[src/rtl/control_seq.sv]
// control_seq: FETCH/EXEC sequencer owning the IR, with one-hot strobe decode.
// Define CONTROL_HALT_EN to make HALT_DEST enter a HALT state released by run.
module control_seq #(
    parameter int DEST_BITS = 3,
    parameter int SRC_BITS  = 3,
    parameter int PC_DEST   = 1,
    parameter int HALT_DEST = 7,
    parameter int CNT_W     = 16,
    localparam int IW = DEST_BITS + SRC_BITS + 2,
    localparam int ND = 2 ** DEST_BITS,
    localparam int NS = 2 ** SRC_BITS
) (
    input  logic             clk,
    input  logic             resetBar,
    input  logic [IW-1:0]    irIn,
    input  logic             memReady,
    input  logic             aIsZero,
    input  logic             flagCarry,
    input  logic             flagShift,
    input  logic             run,
    output logic             fetching,
    output logic             assertRomBar,
    output logic             incPC,
    output logic [ND-1:0]    loadBar,
    output logic [NS-1:0]    assertBar,
    output logic [ND-1:0]    trigger,
    output logic             doSubtract,
    output logic             doCarryIn,
    output logic             doJumpBar,
    output logic             halted,
    output logic [CNT_W-1:0] retired
);

    typedef enum logic [1:0] {
        S_FETCH,
        S_EXEC,
        S_HALT
    } state_t;

    localparam logic [DEST_BITS-1:0] PC_CODE   = DEST_BITS'(PC_DEST);
    localparam logic [DEST_BITS-1:0] HALT_CODE = DEST_BITS'(HALT_DEST);

    state_t           state_q, state_d;
    logic [IW-1:0]    ir_q, ir_d;
    logic [2:0]       flags_q, flags_d;
    logic [CNT_W-1:0] retired_q, retired_d;

    logic                 bit7, bit3;
    logic [DEST_BITS-1:0] dest;
    logic [SRC_BITS-1:0]  src;
    logic [ND-1:0]        dest_oh;
    logic [NS-1:0]        src_oh;
    logic                 exec, is_pc, dest_is_halt, is_halt;
    logic                 cond, load_en;

    assign bit7 = ir_q[IW-1];
    assign dest = ir_q[IW-2 -: DEST_BITS];
    assign bit3 = ir_q[SRC_BITS];
    assign src  = ir_q[SRC_BITS-1:0];

    assign exec         = (state_q == S_EXEC);
    assign is_pc        = (dest == PC_CODE);
    assign dest_is_halt = (dest == HALT_CODE);

`ifdef CONTROL_HALT_EN
    assign is_halt = dest_is_halt;
    assign halted  = (state_q == S_HALT);
`else
    logic unused_halt_in;
    assign unused_halt_in = run ^ dest_is_halt;
    assign is_halt = 1'b0;
    assign halted  = 1'b0;
`endif

    // Flag latch order is {zero, carry, shift}.
    always_comb begin
        cond = 1'b1;
        unique case ({bit7, bit3})
            2'b00: cond = 1'b1;
            2'b01: cond = flags_q[2];
            2'b10: cond = flags_q[1];
            2'b11: cond = flags_q[0];
            default: cond = 1'b1;
        endcase
    end

    assign dest_oh = ND'(1) << dest;
    assign src_oh  = NS'(1) << src;
    assign load_en = exec & ~is_halt & (~is_pc | cond);

    assign trigger      = load_en ? dest_oh : '0;
    assign loadBar      = ~trigger;
    assign assertBar    = exec ? ~src_oh : '1;
    assign doJumpBar    = ~(exec & is_pc & cond);
    assign fetching     = (state_q == S_FETCH);
    assign assertRomBar = ~fetching;
    assign incPC        = fetching & memReady & resetBar;
    assign doSubtract   = bit3;
    assign doCarryIn    = bit7;
    assign retired      = retired_q;

    always_comb begin
        state_d   = state_q;
        ir_d      = ir_q;
        flags_d   = flags_q;
        retired_d = retired_q;
        unique case (state_q)
            S_FETCH: begin
                if (memReady) begin
                    ir_d    = irIn;
                    state_d = S_EXEC;
                end
            end
            S_EXEC: begin
                flags_d   = {aIsZero, flagCarry, flagShift};
                retired_d = retired_q + CNT_W'(1);
                state_d   = is_halt ? S_HALT : S_FETCH;
            end
            S_HALT: begin
`ifdef CONTROL_HALT_EN
                if (run) state_d = S_FETCH;
`else
                state_d = S_FETCH;
`endif
            end
            default: state_d = S_FETCH;
        endcase
    end

    always_ff @(posedge clk or negedge resetBar) begin
        if (!resetBar) begin
            state_q   <= S_FETCH;
            ir_q      <= '0;
            flags_q   <= '0;
            retired_q <= '0;
        end else begin
            state_q   <= state_d;
            ir_q      <= ir_d;
            flags_q   <= flags_d;
            retired_q <= retired_d;
        end
    end

endmodule

[config.mk]
export PLATFORM = sky130hd
export DESIGN_NAME = control_seq
export DESIGN_NICKNAME = d
export VERILOG_FILES = /design/src/rtl/control_seq.sv
export SDC_FILE = /design/constraint.sdc
export NUM_CORES = 1
export LEC_CHECK = 0
export BUFFER_PORTS_ARGS = -buffer_cell sky130_fd_sc_hd__buf_4
export CAP_MARGIN = 20
export CORE_UTILIZATION = 50
export DETAILED_ROUTE_END_ITERATION = 7
export GPL_ROUTABILITY_DRIVEN = 1
export PLACE_DENSITY = 0.83
export REMOVE_ABC_BUFFERS = 1
export SYNTH_ARGS = -nofsm -noshare
export SYNTH_HDL_FRONTEND = slang
export SYNTH_SLANG_ARGS = --single-unit
export TNS_END_PERCENT = 100
[constraint.sdc]
create_clock -name clk -period 2.95 [get_ports clk]
set_input_delay 0 -clock clk [delete_from_list [all_inputs] [get_ports clk]]
set_output_delay 0 -clock clk [all_outputs]
set_load 0.01 [all_outputs]
==> reports/metrics.yaml, run 1 <==
status: "finished, final reports clean"
relSlewSlack: 0.478
p_switching_mw: 0.342
place.gp.congestion: 0.801
placedCellCount: 218
port_buffers: 59
cap_viol_max_count: 0
fin_nets: 220
finalPower_mw: 1.01
setup-violations-final: 0
endpoint_kind: "output pin"
crit_arrival_ns: 2.09
cts.path.max_buffers: 2
drv_slew: 0
setup_slack_ns: 0.860
post_cts_buffers: 0
min_period_ns: 2.09
utilization: 0.742
core.rowCount: 19
grt-ovfl-total: 0
crit_chain: "nor2b_1 > and2_1 > buf_4"
r2r_end: "ir_q[2]"
slowest_stage: "nor2b_1"
grtUsageMet2: 0.401
synth-main-ff-cell: "dfrtp_1"
max_stage_delay_ns: 0.74
yosysWarningCount: 0
seqPwrFrac: 0.541
antenna_found_initial: 0
ys_seq_area_frac: 0.485
period_share: 0.708
tns_ns: 0
fp.dieArea_um2: 3110
finalHoldViolCount: 0
crit_fanout: 21
cts_tree: "yes"
drtIter0Drc: 33
synth.distinct_cells: 27
grtUsageMet1: 0.257
busiest_layer: "met2"
pre_cts_slack_ns: 1.03
syn_to_final_growth_pct: 40.6
dpl_cell_area_um2: 1890
critical_path_class: "reg -> out"
clock-sinks: 28
totalWireLength_um: 3090
stdcell_count: 233
synth.largest_area_cell: "dfrtp_1"
grt_pass1_wl_um: 5380
required_ns: 2.95
grt_max_degree: 30
synth_seq_cells: 28
vias_per_cell: 5.28
holdBufCountCts: 12
async_reset_ff_frac: 1.00
vias: 1230
fin_worst_skew_ns: 0.00323
diodes: 0
reg2reg_from: "state_q[0]"
ir_drop_v: 0.000393
post_cts_resized: 0
fin_area_um2: 2030
tightest_slew_ns: 0.782
grt_use_total: 0.217
holdWs_ns: 0.113
synth_top_area_share: 0.485
cp-start-kind: "flip-flop"
max_freq_mhz: 479
core_region_area_um2: 2730
synth_area_leaders: "dfrtp_1, mux2_2, xor2_1"
insertion_delay_ns: 0.32
pwr-share-clk: 0.149
p_sw_frac: 0.341
comb_power_share: 0.310
dieWidth_um: 55.7
dr.pass1.iters: 4
ff2ff_path_depth: 2
power_density_nw_per_um2: 495
dieHeight_um: 55.7
use_met3: 0.0279
synth.avg_cell_area_um2: 10.9
synth_area_um2: 1440
grt_pass1_vias: 1222
regToRegSetupSlack_ns: 1.00
ios: 62
drcViolationCount: 0
synth_edf_count: 0
htreeDepth: 1
ant_nets: 0
dp_hpwl_um: 2130
leakage_nw: 1.00
start_util: 0.528
rsz0062_at_grt: "false"
wl_per_cell_um: 13.2
synth_cells: 133
drive_above_1_share: 0.401
cts_buffers: 3
hold_class: "in -> async"
cts.clk_slew.worst_paths_ns: 0.13
cts-root-buf: "clkbuf_4"
cell_internal_pwr_mw: 0.663
cell type report:
| cell class | count | area [um^2] |
|---|---|---|
| clock buffers | 3 | 22.5 |
| multi-input cells | 89 | 663 |
| inverters | 11 | 41.3 |
| fillers | 199 | 704 |
| well taps | 31 | 38.8 |
| repair buffers | 71 | 563 |
| flip-flops and latches | 28 | 701 |
cell families (layout without fill, tap and decap cells):
logic type / count (synthesis) / in the layout / share of synthesized area
AOI/OAI and AO/OA: 3 / 3 / 0.0173
xor gates and xnor gates: 15 / 15 / 0.0910
buffers and inverters: 16 / 85 / 0.0555
muxes: 13 / 13 / 0.101
and+or+nand+nor: 56 / 56 / 0.239
adders and majority gates: 1 / 1 / 0.00866
other: 1 / 1 / 0.00260
DFF: 28 / 28 / 0.485
sequential cells by signal (all words and copies together) (netlist names):
register / count
retired: 16
ir_q: 8
flags_q: 3
state_q: 1
synthesized netlist by cell type, types with 2 or more instances:
library cell	count
buf_6	2
dfrtp_1	28
inv_1	11
mux2_2	12
nand2_1	11
nand2b_1	4
nand3_1	8
nand4_1	7
nor2_1	6
nor2b_1	5
nor3_1	4
nor4_2	5
o211ai_1	2
or3_1	2
xnor2_1	5
xor2_1	10
layout by cell type (no fill, tap or decap):
cell and count:
or3_1 2, and2_1 1, nand4_2 1, nor4_2 5, mux2_2 12, clkbuf_4 3
nand4_1 7, ha_1 1, o211a_1 1, dlygate4sd3_1 12, nor2_1 6, nor2b_1 5
mux2i_1 1, nand4_4 1, inv_1 11, nand2b_1 4, nor3_1 4, buf_4 59
xnor2_1 5, nand3_1 8, dfrtp_1 28, o211ai_1 2, nor4_1 1, conb_1 1
nand2_1 11, xor2_1 10
worst max path at each step:
| stage | from | to | slack, ns |
|---|---|---|---|
| 2_1_floorplan | state_q[0] | retired[6] | 1.28 |
| 3_3_place_gp | state_q[0] | ir_q[3] | 1.08 |
| 3_5_place_dp | state_q[0] | ir_q[2] | 1.03 |
| 4_1_cts | state_q[0] | incPC | 0.87 |
| 5_1_grt | state_q[0] | incPC | 0.69 |
| 6_report | state_q[0] | incPC | 0.86 |
metal layers:
metal  wire length [um]  part of all wire
met5                  0                 0
met3                175             0.057
met2               1510              0.49
met1               1360              0.44
met4                 42             0.014
worst max-delay path: cells and delay by family (launching register included):
kind                   cells  cell delay [ns]
and+or+nand+nor            2             0.96
buffers and inverters      1             0.12
DFF                        1             0.69
power by group through the flow:
stage | registers [mW] | logic (mW) | clock network (mW)
after floorplan | 0.551 | 0.143 | 0
after global placement | 0.544 | 0.293 | 0
after detailed placement | 0.551 | 0.300 | 0
after CTS | 0.543 | 0.314 | 0.156
after global routing | 0.557 | 0.340 | 0.169
final | 0.544 | 0.311 | 0.150
(Power assumes the default switching activity.)
==> run 2, diff against run 1 <==
Settings changed: ABC_AREA from default to 1, CORE_UTILIZATION 50 to 48, PLACE_DENSITY 0.83 to 0.79.
Clock period 2.95 ns to 1.95 ns, I/O delays scaled along.
==> run 2 against run 1 <==
Flip-flop and latch count unchanged. Combinational power is 63% higher. Total power is 57% higher. Non-clock buffer count is 4 higher. Via count rose by 28%. Global-route usage is 1.2 points higher. Largest cell class is now multi-input gates.
==> reports/metrics.yaml, run 2 <==
cp-start-kind: "flip-flop"
finalHoldViolCount: 0  # unchanged
core.rowCount: 20  # +1
placedCellCount: 317  # +45%
wl_per_cell_um: 11.1  # -16%
grt_use_total: 0.229  # +0.0123
grt_max_degree: 30  # unchanged
drtIter0Drc: 37  # +12%
power_density_nw_per_um2: 701  # +41%
max_freq_mhz: 564
multi_input_area_um2: 712  # +7.4%
ir_drop_v: 0.000345  # -12%
cts-root-buf: "clkbuf_4"
dr.pass1.iters: 4  # unchanged
drv_slew: 0  # unchanged
cts_buffers: 3  # unchanged
syn_to_final_growth_pct: 41.2
dieWidth_um: 59.7  # +7.1%
vias_per_cell: 4.71  # -11%
htreeDepth: 1  # unchanged
synth_top_area_share: 0.439  # -0.0467
ff2ff_path_depth: 6  # +4
fin_worst_skew_ns: 0.00716  # +0.00393 ns
setup_slack_ns: 0.178  # -0.682 ns
synth_commonest_cells: "nand2_1, inv_1, dfrtp_1"
tns_ns: 0  # unchanged
required_ns: 2.22  # -0.73 ns
crit_arrival_ns: 2.04  # -0.05 ns
min_period_ns: 1.77
crit_fanout: 15  # -29%
slowest_stage: "dlygate4sd3_1"
cts_tree: "yes"
startpoint: "state_q[0]"
rsz0062_at_grt: "false"
seq_area_um2: 701  # unchanged
place.gp.congestion: 0.813  # +1.5%
pre_cts_slack_ns: 0.608  # -0.423 ns
diodes: 0  # unchanged
max_stage_delay_ns: 0.54  # -0.20 ns
hold_end: "state_q[0]"
insertion_delay_ns: 0.33  # about the same
r2r_end: "ir_q[2]"
hold_class: "in -> reg"
regToRegSetupSlack_ns: 0.18  # -0.82 ns
grt-ovfl-total: 0  # unchanged
start_util: 0.515  # -0.0132
synth_seq_cells: 28  # unchanged
fin_nets: 308  # +40%
dp_hpwl_um: 2690  # +26%
async_reset_ff_frac: 1.00  # unchanged
synth_area_um2: 1600  # +11%
synth-main-ff-cell: "dfrtp_1"
cts.clk_slew.worst_paths_ns: 0.15  # +0.02 ns
synth.avg_cell_area_um2: 7.40  # -32%
grt_pass1_wl_um: 6210  # +16%
fill_cells: 263  # +32%
setup-violations-final: 0  # unchanged
dieHeight_um: 59.7  # +7.1%
synth_area_leaders: "dfrtp_1, nand2_1, inv_1"
ys_seq_area_frac: 0.439  # -0.0467
clock-sinks: 28  # unchanged
layout_common_cells: "nand2_1, buf_4, inv_1, dfrtp_1, nor2_1"
final_common_cell: "nand2_1"
critical_path_class: "reg -> reg"
stdcell_count: 335  # +44%
fp.dieArea_um2: 3560  # +15%
crit_chain: "inv_2 > nand2_2 > inv_2 > nand2_1 > nand2_1 > dlygate4sd3_1"
synth.largest_area_cell: "dfrtp_1"
ant_nets: 0  # unchanged
drive_above_1_share: 0.278  # -0.123
port_buffers: 59  # unchanged
endpoint_kind: "flip-flop"
core_region_area_um2: 3100  # +14%
ios: 62  # unchanged
period_share: 0.909
grt_pass1_vias: 1429  # +17%
cts.path.max_buffers: 2  # unchanged
vias: 1577  # +28%
synth_cells: 216  # +62%
antenna_found_initial: 0  # unchanged
holdPathStages: 3
leakage_nw: 1.24  # +24%
cap_viol_max_count: 0  # unchanged
yosysWarningCount: 0  # unchanged
yosysMostFrequentCell: "nand2_1"
totalWireLength_um: 3720  # +20%
largest_register_ff_count: 16  # unchanged
synth_edf_count: 0  # unchanged
status: "finished, final reports clean"
drcViolationCount: 0  # unchanged
synth.distinct_cells: 25  # -7.4%
hold_start: "memReady"
reg2reg_from: "state_q[0]"
## run 2: cell count changes in the layout (fill, tap and decap cells not counted), moves of 6 or more
cell / previous run / this run
o21ai_1: 0 / 6
inv_1: 11 / 39
nand2_1: 11 / 69
nor2_1: 6 / 20
mux2_2: 12 / 0
## run 2: per-stage QoR
stage	hold WS (ns)	total power, mW	util	area [um^2]
after global placement	-0.0542	1.26	0.670	2080
after detailed placement	-0.0563	1.28	0.670	2080
after global routing	0.0489	1.69	0.727	2260
after CTS	0.0277	1.60	0.727	2260
final	0.0493	1.58	0.727	2260
after floorplan	-0.296	1.04	-	1570
## run 2: cell families after synthesis
family                     count (synthesis)  synth area share
and+or+nand+nor                          123             0.359
buffers and inverters                     45             0.116
DFF                                       28             0.439
AOI/OAI and AO/OA                         10            0.0321
xor gates and xnor gates                   8            0.0439
adders and majority gates                  1           0.00783
other                                      1           0.00235
## run 2: layer usage
metal,wire [um],part of all wire,GRT usage,up-vias
met3,196,0.053,0.0303,4
met2,1860,0.50,0.397,53
li1,-,-,-,805
met1,1630,0.44,0.300,715
met4,29,0.0078,0.0598,0
met5,0,0,0,-
## run 2: critical path: cells and delay by family (launching register included)
family                 cells  cell delay (ns)
buffers and inverters      3             0.97
DFF                        1             0.50
and+or+nand+nor            3             0.25
## run 2: area by class of cell
cell class,count,share of cell area
flip-flops and latches,28,0.311
well taps,44,0.0244
inverters,41,0.0682
multi-input cells,143,0.316
clock buffers,4,0.0161
repair buffers,75,0.265
## run 2: report_power, final
| part | internal, mW | total, mW | switching, mW |
|---|---|---|---|
| Sequential | 0.670 | 0.788 | 0.118 |
| Clock | 0.114 | 0.286 | 0.172 |
| Combinational | 0.241 | 0.507 | 0.266 |
| Total | 1.03 | 1.58 | 0.555 |
## run 2: worst max path at each step
stage	to	slack (ns)	cells after the start
final	ir_q[2]	0.18	6
after global routing	ir_q[2]	0.05	6
after CTS	ir_q[2]	0.20	6
after detailed placement	retired[14]	0.61	6
after global placement	retired[14]	0.64	6
after floorplan	retired[14]	0.46	5
## run 2: what timing repair did
| item | in CTS | in global routing |
|---|---|---|
| setup buffers | 0 | 0 |
| hold endpoints to repair | 39 | 0 |
| setup endpoints to repair | 0 | 0 |
| gates resized for setup | 0 | 0 |
| hold buffers | 14 | 0 |
